`config.mk`:
```
export PLATFORM = sky130hd
export DESIGN_NAME = sig_control_timed_flat
export DESIGN_NICKNAME = d
export VERILOG_FILES = /design/src/rtl/sig_control_timed_if.sv /design/src/rtl/sig_control_timed.sv /design/src/flat_wrapper.sv
export SDC_FILE = /design/constraint.sdc
export NUM_CORES = 1
export LEC_CHECK = 0
export ABC_CLOCK_PERIOD_IN_PS = 1830
export CAP_MARGIN = 0
export CELL_PAD_IN_SITES_DETAIL_PLACEMENT = 0
export CELL_PAD_IN_SITES_GLOBAL_PLACEMENT = 1
export CORE_AREA = 2 2 43 45
export DETAILED_ROUTE_END_ITERATION = 8
export DIE_AREA = 0 0 45 47
export GPL_ROUTABILITY_DRIVEN = 0
export PLACE_DENSITY = 0.85
export SETUP_SLACK_MARGIN = 0.3
export SKIP_LAST_GASP = 1
export SYNTH_ARGS = -nofsm -noshare
export SYNTH_HDL_FRONTEND = slang
export SYNTH_SLANG_ARGS = --single-unit
```
`constraint.sdc`:
```
create_clock -name clock -period 1.83 [get_ports clock]
set_input_delay 0.549 -clock clock [delete_from_list [all_inputs] [get_ports clock]]
set_output_delay 0.549 -clock clock [all_outputs]
set_load 0.05 [all_outputs]
```
`src/rtl/sig_control_timed_if.sv`:
```
// Sensor and lamp signals of one highway/country intersection controller.
interface sig_control_timed_if;
   logic       X;
   logic [1:0] hwy;
   logic [1:0] cntry;
   logic [2:0] phase;

   modport master (output X, input hwy, input cntry, input phase);
   modport slave  (input X, output hwy, output cntry, output phase);
endinterface

```
`src/rtl/sig_control_timed.sv`:
```
// Highway/country-road signal controller with dwell counters and a synchronised sensor.
// Optional country-green timeout is enabled by defining SIG_CTRL_MAXGREEN_EN.
module sig_control_timed #(
   parameter int unsigned Y2R_DELAY       = 3,
   parameter int unsigned R2G_DELAY       = 2,
   parameter int unsigned MIN_HWY_GREEN   = 4,
   parameter int unsigned MAX_CNTRY_GREEN = 8,
   parameter int unsigned TIMER_WIDTH     = 4,
   parameter int unsigned SYNC_STAGES     = 2
) (
   input logic               clock,
   input logic               clear_n,
   sig_control_timed_if.slave sig
);

   typedef enum logic [2:0] {
      StHg = 3'd0,
      StHy = 3'd1,
      StAr = 3'd2,
      StCg = 3'd3,
      StCy = 3'd4
   } state_e;

   localparam logic [1:0] LampRed    = 2'd0;
   localparam logic [1:0] LampYellow = 2'd1;
   localparam logic [1:0] LampGreen  = 2'd2;

`ifdef SIG_CTRL_MAXGREEN_EN
   localparam bit MaxGreenEn = 1'b1;
`else
   localparam bit MaxGreenEn = 1'b0;
`endif

   localparam logic [TIMER_WIDTH-1:0] CntMax  = '1;
   localparam logic [TIMER_WIDTH-1:0] HgLast  = TIMER_WIDTH'(MIN_HWY_GREEN - 1);
   localparam logic [TIMER_WIDTH-1:0] Y2rLast = TIMER_WIDTH'(Y2R_DELAY - 1);
   localparam logic [TIMER_WIDTH-1:0] R2gLast = TIMER_WIDTH'(R2G_DELAY - 1);
   localparam logic [TIMER_WIDTH-1:0] CgLast  = TIMER_WIDTH'(MAX_CNTRY_GREEN - 1);

   // The register is plain logic so codes 5-7 remain representable and recoverable.
   logic [2:0]             state_q;
   state_e                 state_d;
   logic [TIMER_WIDTH-1:0] cnt_q, cnt_d;
   logic                   req_q, req_d;
   logic [SYNC_STAGES-1:0] sync_q;
   logic                   x_sync;
   logic                   cg_timeout;

   assign x_sync     = sync_q[SYNC_STAGES-1];
   assign cg_timeout = MaxGreenEn && (cnt_q == CgLast);

   always_ff @(posedge clock or negedge clear_n) begin
      if (!clear_n) begin
         sync_q  <= '0;
         state_q <= StHg;
         cnt_q   <= '0;
         req_q   <= 1'b0;
      end else begin
         sync_q  <= (sync_q << 1) | SYNC_STAGES'(sig.X);
         state_q <= state_d;
         cnt_q   <= cnt_d;
         req_q   <= req_d;
      end
   end

   always_comb begin
      state_d = StHg;
      req_d   = req_q;
      unique case (state_q)
         StHg: begin
            state_d = StHg;
            if ((req_q || x_sync) && (cnt_q >= HgLast)) begin
               state_d = StHy;
               req_d   = 1'b0;
            end else if (x_sync) begin
               req_d = 1'b1;
            end
         end
         StHy: state_d = (cnt_q == Y2rLast) ? StAr : StHy;
         StAr: state_d = (cnt_q == R2gLast) ? StCg : StAr;
         StCg: state_d = (!x_sync || cg_timeout) ? StCy : StCg;
         StCy: state_d = (cnt_q == Y2rLast) ? StHg : StCy;
         default: state_d = StHg;
      endcase

      if (state_d != state_q) begin
         cnt_d = '0;
      end else if (cnt_q != CntMax) begin
         cnt_d = cnt_q + 1'b1;
      end else begin
         cnt_d = cnt_q;
      end
   end

   always_comb begin
      sig.hwy   = LampGreen;
      sig.cntry = LampRed;
      sig.phase = state_q;
      unique case (state_q)
         StHg: ;
         StHy: sig.hwy = LampYellow;
         StAr: sig.hwy = LampRed;
         StCg: begin
            sig.hwy   = LampRed;
            sig.cntry = LampGreen;
         end
         StCy: begin
            sig.hwy   = LampRed;
            sig.cntry = LampYellow;
         end
         default: ;
      endcase
   end

endmodule

```
`src/flat_wrapper.sv`:
```
// flat-port wrapper written by rule: the top's interface ports become plain ports
module sig_control_timed_flat 
#(
   parameter int unsigned Y2R_DELAY       = 3,
   parameter int unsigned R2G_DELAY       = 2,
   parameter int unsigned MIN_HWY_GREEN   = 4,
   parameter int unsigned MAX_CNTRY_GREEN = 8,
   parameter int unsigned TIMER_WIDTH     = 4,
   parameter int unsigned SYNC_STAGES     = 2
)
  (clock, clear_n, sig_X, sig_hwy, sig_cntry, sig_phase);
  sig_control_timed_if sig_i ();
  input logic clock;
  input logic clear_n;
  input wire logic [$bits(sig_i.X)-1:0] sig_X;
  output wire logic [$bits(sig_i.hwy)-1:0] sig_hwy;
  output wire logic [$bits(sig_i.cntry)-1:0] sig_cntry;
  output wire logic [$bits(sig_i.phase)-1:0] sig_phase;
  assign sig_i.X = sig_X;
  assign sig_hwy = sig_i.hwy;
  assign sig_cntry = sig_i.cntry;
  assign sig_phase = sig_i.phase;
  sig_control_timed #(.Y2R_DELAY(Y2R_DELAY), .R2G_DELAY(R2G_DELAY), .MIN_HWY_GREEN(MIN_HWY_GREEN), .MAX_CNTRY_GREEN(MAX_CNTRY_GREEN), .TIMER_WIDTH(TIMER_WIDTH), .SYNC_STAGES(SYNC_STAGES)) u_core (.clock(clock), .clear_n(clear_n), .sig(sig_i));
endmodule
```
; ---- After elaboration in Yosys (flattened, before gate mapping)
; Index checks and enable logic that the tools add are counted.
[word_totals]
inputBits = 3
register_bits = 10
mem_bits_rw = 0
rom_bits = 0
mem_count = 0
latchBits = 0
out_inout_bits = 7
[classes]
shift = 0
add_sub_neg = 1
n_eq_ne = 8
magnitude_cmp = 1
mux = 12
n_mul = 0
div = 0
reduce_logical = 7
bitwise = 1
[op_table]
columns = op, n
row1 = 3-bit case mux with 5 select lines, 1
row2 = 4-bit two-way mux, 2
row3 = 2-bit case mux with 2 select lines, 2
row4 = "3-bit by 2-bit == test with 1-bit output, second input constant", 2
row5 = 3-bit two-way mux, 2
row6 = "4-bit by 1-bit adder with 4-bit output, second input constant", 1
row7 = "4-bit by 1-bit == test with 1-bit output, second input constant", 1
row8 = "4-bit by 2-bit == test with 1-bit output, second input constant", 1
row9 = "4-bit by 2-bit greater-or-equal comparator with 1-bit output, second input constant", 1
row10 = 1-bit two-way mux, 4
row11 = "4-bit inequality test, second input constant", 1
row12 = 2-bit nonzero test, 2
row13 = "3-bit by 1-bit == test with 1-bit output, second input constant", 1
row14 = "3-bit == test, second input constant", 1
row15 = 3-bit zero test, 1
row16 = 3-bit inequality test, 1
row17 = 3-bit OR reduction, 1
row18 = 2-bit two-way mux, 1
row19 = 2-bit by 1-bit OR with 2-bit output, 1
row20 = 2-bit AND reduction, 1
row21 = 1-bit logical AND, 1
row22 = 1-bit logical OR, 1

; ---- Depth between registers and ports, before layout
[depth]
depth_word = 6
depth_mapped = 6
depth_no_buf = 6

; ---- Least setup slack after synthesis
; OpenSTA, ideal clock, no wires.
[synth_timing]
path_type = register -> register
start = reg u_core.state_q[0], in the netlist u_core.sig.phase[0]
end = reg u_core.cnt_q[3]
path_stages_with_launch = 5
t_arrival_ns = 2.217
setup_time_ns = 0.105
path_slack_ns = -0.493
period_less_slack_ns = 2.323
path_buffers = 1
path_cell_list = dfrtp_1 buf_2 nor3b_2 a222oi_1 nor4b_1
[synth_via]
elab_chain_len = 4
[synth_lines]
columns = item, line_no
row1 = "start, declared", sig_control_timed.sv:41  ; logic [2:0] state_q;
row2 = "start signal, assigned", sig_control_timed.sv:55  ; state_q <= StHg;
row3 = "start signal, assigned", sig_control_timed.sv:60  ; state_q <= state_d;
row4 = 3-bit == test (tied with other cells), sig_control_timed.sv:69  ; unique case (state_q)
row5 = 3-bit case mux with 5 select lines, sig_control_timed.sv:69
row6 = 3-bit inequality test *, sig_control_timed.sv:86  ; if (state_d != state_q) begin
row7 = 4-bit two-way mux or 2-bit nonzero test (tied branches), n/a
row8 = "end signal, assigned", sig_control_timed.sv:61  ; cnt_q <= cnt_d;
row9 = "end, declared", sig_control_timed.sv:43  ; logic [TIMER_WIDTH-1:0] cnt_q, cnt_d;
; Mark *: on every way between the ends. The rest lies on a longest branch, timed or not.
; A chain may end at the register's enable or synchronous reset.

; ---- Worst setup path in the final report
[layout_timing]
start = reg u_core.state_q[0], in the netlist u_core.sig.phase[0]
end = out sig_cntry[0]
[layout_via]
elab_chain_len = 2
[layout_lines]
columns = item, line_no
row1 = 3-bit == test or 3-bit by 2-bit == test with 1-bit output (tied branches), sig_control_timed.sv:99  ; unique case (state_q)
row2 = 2-bit case mux with 2 select lines *, sig_control_timed.sv:99
row3 = "end, declared", flat_wrapper.sv:17  ; output wire logic [$bits(sig_i.cntry)-1:0] sig_cntry;
; Marks and branches as above.

==> impl_metrics.toml <==
[floorplan]
ios = 10
rows = 15
die_h_um = 47
fp.dieArea_um2 = 2120
start_util_pct = 36.7
fp.coreArea_um2 = 1650
fp.dieW_um = 45

[power_and_ir_drop]
p_leak_nw = 0.467
clockPowerShare_pct = 10.0
p_sw_mw = 0.822
ir_drop_v = 0.000984
power.density_nw_per_um2 = 1940
p_sw_share_pct = 41.0
power_mw = 2.01
pwr-share-comb_pct = 69.8
seq_power_share_pct = 20.2
cellInternalPower_mw = 1.18

[critical_path]
cp.arrival_ns = 1.27
cp.required_ns = 1.28
critical_path.top_delay_family = "flip-flops"
crit_chain = "buf_6 > nor3b_4 > buf_12"
crit_buf_inv = 2
cpPeakStageDelay_ns = 0.45
path_class = "flop to output port"
critPathSlowestCell = "dfrtp_2"
start_kind = "flop"
critPathMaxFanout = 4
worst_setup_path_end_kind = "output port"

[final_layout]
fin_nets = 97
final_core_util_pct = 62.7
seqCellArea_um2 = 254
multi_input_area_um2 = 388
antenna_cells = 0
drive_gt1_share_pct = 52.2
area_growth_syn_to_layout_pct = 71.1
fillCellCount = 135

[synthesis]
async_flop_share_pct = 100
netlist.top_cell.by_area = "dfrtp_1"
syn-num-nets = 67
synth_most_common_cell = "dfrtp_1"
synth_seq_cells = 10
yosysSeqAreaShare_pct = 41.3
yosys.cell_types.count = 31
synth_common_cells = "dfrtp_1, nor2_1, nand2_1"
synth.cell_area_um2 = 606
yosys-top-cells-area = "dfrtp_1, ha_1, nor3b_2"
synth_ff_type = "dfrtp_1"
synth_warnings = 0
synth_cells = 61
syn_avg_cell_area_um2 = 9.93
synth_enable_flop_cells = 0
yosysTopAreaCellShare_pct = 41.3

[global_route]
antenna_found_initial = 0
grt.overflow.total = 0
grt_pass1_vias = 548
grt_pass1_wl_mm = 2.33
grt_usage_pct = 16.0
grt_max_degree = 11

[placement]
hpwl_um = 890
portBuffers = 9

[clocking]
h-tree-depth = 1
cts_max_path_buffers = 2
cts_made_buffers = 3
cts_root_buf = "clkbuf_4"
cts_tree = "done"
clk_pin_slew_ns = 0.06
clock_latency_ns = 0.27
cts.sinks = 10

[routing]
routed_wl_mm = 1.36
drc = 0
drt_first_pass_iters = 4
avgRoutedWirePerCell_um = 12.7
drt-initial-drc-count = 14
via_per_inst = 5.31
antenna_left = 0
vias = 568

[timing]
fin_crit_sh_pct = 99.2
hold_violations = 0
final.setup.tns_ns = 0
rsz0062_at_grt = "yes"
tightest_slew_ns = 0.457
finClkSkew_ns = 0.00743
clock.fmax_ghz = 0.551
final-setup-viol-count = 0
drv_slew = 0
layout_min_cycle_time_ns = 1.82
relSlewSlack_pct = 69.5

[run_status]
status = "complete, no violations"

[run]
timing.max_cap.violations = 0

[hold_path]
holdCritPathClass = "flop to flop"
## power by group through the flow
stage	combinational (mW)	clock [mW]	sequential, mW
6_report	1.40	0.200	0.405
5_1_grt	1.51	0.223	0.418
2_1_floorplan	0.664	0	0.466
3_3_place_gp	1.13	0	0.411
4_1_cts	1.37	0.207	0.400
3_5_place_dp	1.13	0	0.411
## metal layers
metal	up-vias	global-route usage (%)	wire length, um
met4	0	8.82	12
li1	282	-	-
met1	273	15.2	550
met2	11	31.7	762
met3	2	3.46	37
met5	-	0	0
## cells by family (layout without fill, tap and decap cells)
group           count (synthesis)  in the layout  synth area share, %
simple gates                   25             25                 25.2
compound gates                 16             16                 19.4
flops                          10             10                 41.3
buf+inv                         6             35                 6.40
fa+ha+maj                       3              3                 6.20
xor+xnor                        1              1                 1.45
## registers in the layout (all words and copies together), names as in the netlist
signal            count
u_core.sig.phase      3
u_core.req_q          1
u_core.cnt_q          4
u_core.sync_q         2
## per-stage QoR
stage / std cells / hold WS, ns / setup slack (ns) / area (um2)
finish: 107 / 0.348 / 0.0142 / 1040
global route: 107 / 0.359 / -0.0435 / 1040
CTS: 105 / 0.351 / 0.000840 / 1010
detailed placement: 89 / 0.336 / 0.181 / 842
global placement: 89 / 0.336 / 0.195 / 842
floorplan: 61 / 0.253 / 0.0306 / 657
## worst register-to-register path, stage by stage (launching register included)
cell      delay, ns
dfrtp_1        0.38
ha_2           0.19
or3_4          0.37
o211ai_2       0.06
a222oi_1       0.10
buf_4          0.16
nor4b_2        0.20
## layout make-up
| cell class | instances | share of cell area, % |
|---|---|---|
| Sequential cell | 10 | 24.5 |
| Multi-Input combinational cell | 45 | 37.4 |
| Tap cell | 17 | 2.05 |
| Inverter | 3 | 1.09 |
| Clock buffer | 4 | 3.50 |
| Timing Repair Buffer | 28 | 31.4 |
## path summary, 6_finish.rpt
path                                startpoint                  end  slack (ns)  cells after the start
max                        u_core.sig.phase[0]         sig_cntry[0]        0.01                      3
min                           u_core.sync_q[0]     u_core.sync_q[1]        0.35                      0
max reg2reg                    u_core.cnt_q[1]      u_core.cnt_q[3]        0.27                      6
min reg2reg                   u_core.sync_q[0]     u_core.sync_q[1]        0.35                      0
max in group asynchronous              clear_n  u_core.sig.phase[0]        0.89                      1
min in group asynchronous              clear_n      u_core.cnt_q[1]        0.59                      1
## layout by cell type, fill, tap and decap left out, types with 2 or more instances in the layout
cell	instances
a21oi_1	2
o211ai_1	2
clkbuf_4	3
a31oi_1	2
nand2_1	4
dfrtp_2	3
inv_1	3
and2_4	2
nor3b_4	3
clkdlybuf4s50_1	2
dfrtp_1	7
buf_4	13
buf_6	6
ha_1	2
nor2_1	6
buf_12	7
nand3_1	3
## timing repair
item                                    4_1_cts  5_1_grt
pin swaps                                     4        6
buffers inserted                             12        2
resized for setup                            11        1
hold buffers                                  0        0
endpoints found under the setup margin       10       13
Power figures use the tool's default switching activity.
